===== src/rtl/ir_drv_pkg.sv =====
// rtl/ir_drv_pkg.sv - shared types and helpers for the IR LED flash sequencer
package ir_drv_pkg;

    localparam int NLEGS_DEF = 8;
    localparam int LEG_MAX   = 15;

    typedef enum logic [2:0] {
        IDLE,
        RAMP_UP,
        HOLD,
        RAMP_DOWN,
        COOL
    } state_t;

    // Thermometer code with the lowest `level` bits set; callers truncate to their leg count.
    function automatic logic [LEG_MAX-1:0] therm(input logic [3:0] level);
        therm = LEG_MAX'((16'd1 << level) - 16'd1);
    endfunction

    // Requested leg count limited to the number of legs physically present.
    function automatic logic [3:0] clamp_level(input logic [3:0] lvl, input logic [3:0] nmax);
        clamp_level = (lvl > nmax) ? nmax : lvl;
    endfunction

endpackage


===== src/rtl/ir_step_timer.sv =====
// rtl/ir_step_timer.sv - loadable down-counter shared by step, hold and cool phases
module ir_step_timer #(
    parameter int W = 16
) (
    input  logic         clk,
    input  logic         rst,
    input  logic         load,
    input  logic [W-1:0] load_val,
    output logic         expire
);

    logic [W-1:0] count;

    // Reload on request, otherwise count down and park at zero.
    always_ff @(posedge clk) begin
        if (rst) begin
            count <= '0;
        end else if (load) begin
            count <= load_val;
        end else if (count != '0) begin
            count <= count - W'(1);
        end
    end

    assign expire = (count == '0);

endmodule


===== src/rtl/ir_flash_ctrl.sv =====
// rtl/ir_flash_ctrl.sv - soft-start/hold/ramp-down/cooldown sequencer for the IR leg drivers
module ir_flash_ctrl
    import ir_drv_pkg::*;
#(
    parameter int NLEGS  = ir_drv_pkg::NLEGS_DEF,
    parameter int STEP_W = 8,
    parameter int LEN_W  = 16
) (
    input  logic              clk,
    input  logic              rst,
    input  logic              enable,
    input  logic              trigger,
    input  logic [3:0]        cfg_level,
    input  logic [STEP_W-1:0] cfg_step,
    input  logic [LEN_W-1:0]  cfg_hold,
    input  logic [LEN_W-1:0]  cfg_cool,
    output logic [NLEGS-1:0]  ng_en,
    output logic              busy,
    output logic              done,
    output logic              trig_drop,
    output logic              abort
);

    state_t            state;
    logic [3:0]        level;
    logic [3:0]        lvl_l;
    logic [STEP_W-1:0] step_l;
    logic [LEN_W-1:0]  hold_l;
    logic [LEN_W-1:0]  cool_l;

    logic [3:0]        in_level;
    logic [STEP_W-1:0] in_step;
    logic [LEN_W-1:0]  in_hold;
    logic [3:0]        level_up;
    logic [3:0]        level_dn;
    logic [LEN_W-1:0]  step_ext;
    logic [LEN_W-1:0]  cool_m1;
    logic              tmr_load;
    logic [LEN_W-1:0]  tmr_val;
    logic              expire;

    assign in_level = clamp_level(cfg_level, 4'(NLEGS));
    assign in_step  = (cfg_step == '0) ? STEP_W'(1) : cfg_step;
    assign in_hold  = (cfg_hold == '0) ? LEN_W'(1) : cfg_hold;
    assign level_up = level + 4'd1;
    assign level_dn = level - 4'd1;
    assign step_ext = LEN_W'(step_l - STEP_W'(1));
    assign cool_m1  = (cool_l == '0) ? '0 : cool_l - LEN_W'(1);

    // Timer reload: armed with the length of whichever phase the next level change starts.
    always_comb begin
        tmr_load = 1'b1;
        tmr_val  = step_ext;
        case (state)
            IDLE: begin
                tmr_val = (in_level == 4'd1) ? in_hold - LEN_W'(1)
                                             : LEN_W'(in_step - STEP_W'(1));
            end
            RAMP_UP: begin
                tmr_load = expire;
                if (level_up == lvl_l) begin
                    tmr_val = hold_l - LEN_W'(1);
                end
            end
            HOLD, RAMP_DOWN: begin
                tmr_load = expire;
                if (level == 4'd1) begin
                    tmr_val = cool_m1;
                end
            end
            COOL: begin
                tmr_load = 1'b0;
            end
            default: begin
                tmr_load = 1'b1;
            end
        endcase
    end

    ir_step_timer #(
        .W(LEN_W)
    ) u_timer (
        .clk      (clk),
        .rst      (rst),
        .load     (tmr_load),
        .load_val (tmr_val),
        .expire   (expire)
    );

    // Flash sequencer; ng_en is written alongside level so the drivers see one clean register.
    always_ff @(posedge clk) begin
        if (rst) begin
            state     <= IDLE;
            level     <= 4'd0;
            lvl_l     <= 4'd0;
            step_l    <= '0;
            hold_l    <= '0;
            cool_l    <= '0;
            ng_en     <= '0;
            busy      <= 1'b0;
            done      <= 1'b0;
            trig_drop <= 1'b0;
            abort     <= 1'b0;
        end else begin
            done      <= 1'b0;
            trig_drop <= 1'b0;
            abort     <= 1'b0;
            if (state == IDLE) begin
                if (trigger) begin
                    // A trigger coinciding with the done pulse still falls inside the duty window.
                    if (!enable || done) begin
                        trig_drop <= 1'b1;
                    end else if (in_level != 4'd0) begin
                        lvl_l  <= in_level;
                        step_l <= in_step;
                        hold_l <= in_hold;
                        cool_l <= cfg_cool;
                        level  <= 4'd1;
                        ng_en  <= NLEGS'(therm(4'd1));
                        busy   <= 1'b1;
                        state  <= (in_level == 4'd1) ? HOLD : RAMP_UP;
                    end
                end
            end else if (!enable) begin
                state     <= IDLE;
                level     <= 4'd0;
                ng_en     <= '0;
                busy      <= 1'b0;
                abort     <= 1'b1;
                trig_drop <= trigger;
            end else begin
                trig_drop <= trigger;
                if (expire) begin
                    case (state)
                        RAMP_UP: begin
                            level <= level_up;
                            ng_en <= NLEGS'(therm(level_up));
                            if (level_up == lvl_l) begin
                                state <= HOLD;
                            end
                        end
                        HOLD, RAMP_DOWN: begin
                            level <= level_dn;
                            ng_en <= NLEGS'(therm(level_dn));
                            if (level == 4'd1) begin
                                if (cool_l == '0) begin
                                    state <= IDLE;
                                    busy  <= 1'b0;
                                    done  <= 1'b1;
                                end else begin
                                    state <= COOL;
                                end
                            end else begin
                                state <= RAMP_DOWN;
                            end
                        end
                        COOL: begin
                            state <= IDLE;
                            busy  <= 1'b0;
                            done  <= 1'b1;
                        end
                        default: begin
                            state <= IDLE;
                        end
                    endcase
                end
            end
        end
    end

endmodule


===== config.mk =====
export PLATFORM = sky130hd
export DESIGN_NAME = ir_flash_ctrl
export DESIGN_NICKNAME = d
export VERILOG_FILES = /design/src/rtl/ir_drv_pkg.sv /design/src/rtl/ir_step_timer.sv /design/src/rtl/ir_flash_ctrl.sv
export SDC_FILE = /design/constraint.sdc
export NUM_CORES = 1
export LEC_CHECK = 0
export BUFFER_PORTS_ARGS = -buffer_cell sky130_fd_sc_hd__clkbuf_2
export CORE_MARGIN = 2
export CORE_UTILIZATION = 60
export CTS_BUF_LIST = sky130_fd_sc_hd__clkbuf_4
export CTS_CLUSTER_SIZE = 8
export DETAILED_ROUTE_END_ITERATION = 16
export HOLD_SLACK_MARGIN = 0.02
export PLACE_DENSITY = 0.87
export SYNTH_ARGS = -nofsm -noshare
export SYNTH_HDL_FRONTEND = slang
export SYNTH_HIERARCHICAL = 1
export SYNTH_SLANG_ARGS = --single-unit

===== constraint.sdc =====
create_clock -name clk -period 7.6 [get_ports clk]
set_input_delay 2.28 -clock clk [delete_from_list [all_inputs] [get_ports clk]]
set_output_delay 2.28 -clock clk [all_outputs]
set_load 0.02 [all_outputs]

==> qor.yml <==
placed_design:
  dp_hpwl_um: 12100
  finalWeightedCongestion: 0.978
  numPortBuffers: 59
clocking:
  cts_setup_buffers: 0
  cts_tree: "built"
  cts_hold_buf: 0
  ctsRootBufferMaster: "clkbuf_4"
  cts.sinks: 79
  path_clk_slew_ps: 130
  max-clock-path-buffers: 2
  post_cts_resized: 0
  insertion_delay_ps: 430
  htreeDepth: 3
  cts_buffers: 9
synth:
  syn_area_mm2: 0.00560
  yosys.cell_types.count: 76
  synth.area.top_cells: "dfxtp_1, nand2_1, a21oi_1"
  ys.flop_type: "dfxtp_1"
  synth_xor_area_share_pct: 9.31
  synth.avg_cell_area_um2: 7.48
  synthArstFlopShare_pct: 0
  synth_edf_count: 0
  synth_most_common_cell: "nand2_1"
  synth_nets: 808
  synth-simple-area-share_pct: 31.2
  synth_top_area_share_pct: 28.2
  ys.warnings.count: 6
  synth-seq-cells: 79
  synth_commonest_cells: "nand2_1, dfxtp_1, a21oi_1"
  synthAdderAreaFrac_pct: 2.46
  synth_top_family_by_area: "simple AND/OR/NAND/NOR gates"
  synth_compound_area_share_pct: 21.6
  synthMuxAreaShare_pct: 1.65
  ys_seq_area_share_pct: 28.2
  syn_inst: 749
  yosysTopAreaCell: "dfxtp_1"
finish:
  layout-drive-gt1-share_pct: 12.5
  area.sequential_mm2: 0.00158
  antennaDiodeCount: 0
  fill_cells: 796
  nNetsFinal: 838
  syn2layout_area_growth_pct: 7.42
  postLayoutCoreUtil_pct: 65.7
  multi_input_area_mm2: 0.00371
floorplanning:
  io_pins: 60
  fp-row-count: 35
  dieArea_mm2: 0.0101
  die_x_um: 101
  fp.dieH_um: 101
  start_util_pct: 61.2
  coreArea_mm2: 0.00915
timing:
  finalCriticalPeriod_ps: 4610
  tightest_slew_ps: 987
  setup_viol: 0
  period_share_pct: 60.7
  fin_skew_ps: 15.3
  finalHoldViolCount: 0
  slew_headroom_pct: 34.0
  drv_slew: 0
  finalSetupTns_ps: 0
  rsz0062_at_grt: "no"
  max_freq_mhz: 217
setup_path:
  critPathLaunchType: "primary input"
  critPathKind: "primary input to flip-flop"
  end_kind: "flip-flop"
  crit_chain: "clkbuf_2 > nor4_4 > a41oi_1 > ha_1 > nor3b_1 > nand3_1 > xor2_1 > a21boi_0 > or4_1 > nand2_1 > o21ai_0"
  max_stage_delay_ps: 690
  critPathSlowestCell: "nor3b_1"
  arrival_ps: 4930
  path_max_fanout: 7
  required_ps: 7910
route:
  antenna_left: 0
  remaining_drc_errors: 0
  totalWireLength_um: 16300
  vias_per_cell: 6.57
  drt_iter0_drc: 517
  wire_per_inst_um: 18.2
  first_pass_iters: 5
  dr_total_vias: 5877
grt:
  grt_antenna_before_repair: 0
  grt_pass1_wl_um: 26800
  grt.total_usage_pct: 32.8
  grt_pass1_vias: 5557
  grt.overflow.total: 0
  grt_max_degree: 72
hold_path:
  min_path_type: "flip-flop to flip-flop"
power_and_ir_drop:
  leakage_nw: 2.28
  ir_drop_mv: 0.157
  cellPowerDensity_mw_per_mm2: 239
job:
  drv_cap: 0
status:
  status: "finished, final reports clean"
==> placed cells by master, fill, tap and decap left out, types with 4 or more instances in the layout <==
master / n
a211o_1: 4
a211oi_1: 5
a21oi_1: 66
a22oi_1: 4
a31oi_1: 7
and2_1: 5
and3_1: 4
buf_4: 7
clkbuf_2: 59
clkbuf_4: 10
dfxtp_1: 79
ha_1: 11
inv_1: 20
mux2i_1: 7
nand2_1: 131
nand2b_1: 6
nand3_1: 22
nand3b_1: 5
nand4_1: 10
nand4b_1: 5
nor2_1: 47
nor2b_1: 5
nor3_1: 33
nor3b_1: 6
nor4_1: 20
nor4bb_1: 4
o21ai_0: 36
o31a_1: 8
o31ai_1: 11
o41ai_1: 4
or3_1: 6
or4_1: 8
xnor2_1: 31
xor2_1: 26
==> worst paths after layout <==
check / to / startpoint / depth (start not counted) / slack [ps]
hold / removal: lvl_l[2] / lvl_l[2] / 2 / 460
setup reg to reg: ng_en[4] / state[2] / 11 / 3900
hold reg to reg: lvl_l[2] / lvl_l[2] / 2 / 460
setup / recovery: u_timer/count[12] / cfg_hold[8] / 11 / 2990
==> worst max-delay path, delay by kind of cell <==
| family | cells | cell delay (ps) |
|---|---|---|
| buf+inv | 1 | 200 |
| compound gates | 3 | 490 |
| fa+ha+maj | 1 | 240 |
| xor+xnor | 1 | 150 |
| simple gates | 5 | 1550 |
==> where the power goes <==
| group | switching (mW) | internal, mW |
|---|---|---|
| Combinational | 0.385 | 0.243 |
| Sequential | 0.0622 | 0.460 |
| Clock | 0.154 | 0.136 |
| Total | 0.601 | 0.839 |
==> sequential cells by signal (all words and copies together) (netlist names) <==
register       flops
busy               1
done               1
step_l             8
hold_l            16
cool_l            16
lvl_l              4
state              3
level              4
u_timer/count     16
abort              1
trig_drop          1
ng_en              8
==> cells by family (layout without fill, tap and decap cells) <==
logic type               Yosys count  in the layout
adder cells (fa/ha/maj)           11             11
buffers and inverters             67            102
XOR/XNOR                          58             58
AO/OA/AOI/OAI                    188            188
AND/OR/NAND/NOR                  337            337
multiplexers                       9              9
flip-flops                        79             79
==> through the flow <==
step           hold slack [ps]  setup slack [ps]  power [mW]  cell area [um^2]  instances
2_1_floorplan              432              2840       0.984              5600        749
3_3_place_gp               442              2700        1.12              5860        879
3_5_place_dp               448              2600        1.14              5860        879
4_1_cts                    466              3050        1.42              6020        895
5_1_grt                    498              2760        1.53              6020        895
6_report                   464              2990        1.44              6020        895
==> cell type report <==
cell class / count / area share, %
flip-flops and latches: 79 / 26.3
well taps: 111 / 2.31
multi-input cells: 603 / 61.7
clock buffers: 10 / 1.25
inverters: 20 / 1.25
clock inverters: 6 / 1.41
repair buffers: 66 / 5.78
==> per-layer routing <==
metal | wire [um] | up-vias | GRT usage (%) | share of wire, %
met5 | 0 | - | 0 | 0
met4 | 516 | 0 | 14.2 | 3.2
met3 | 1100 | 46 | 4.23 | 6.7
met2 | 7910 | 276 | 54.5 | 49
met1 | 6770 | 2768 | 42.8 | 42
li1 | - | 2787 | - | -
(Power assumes the default switching activity.)
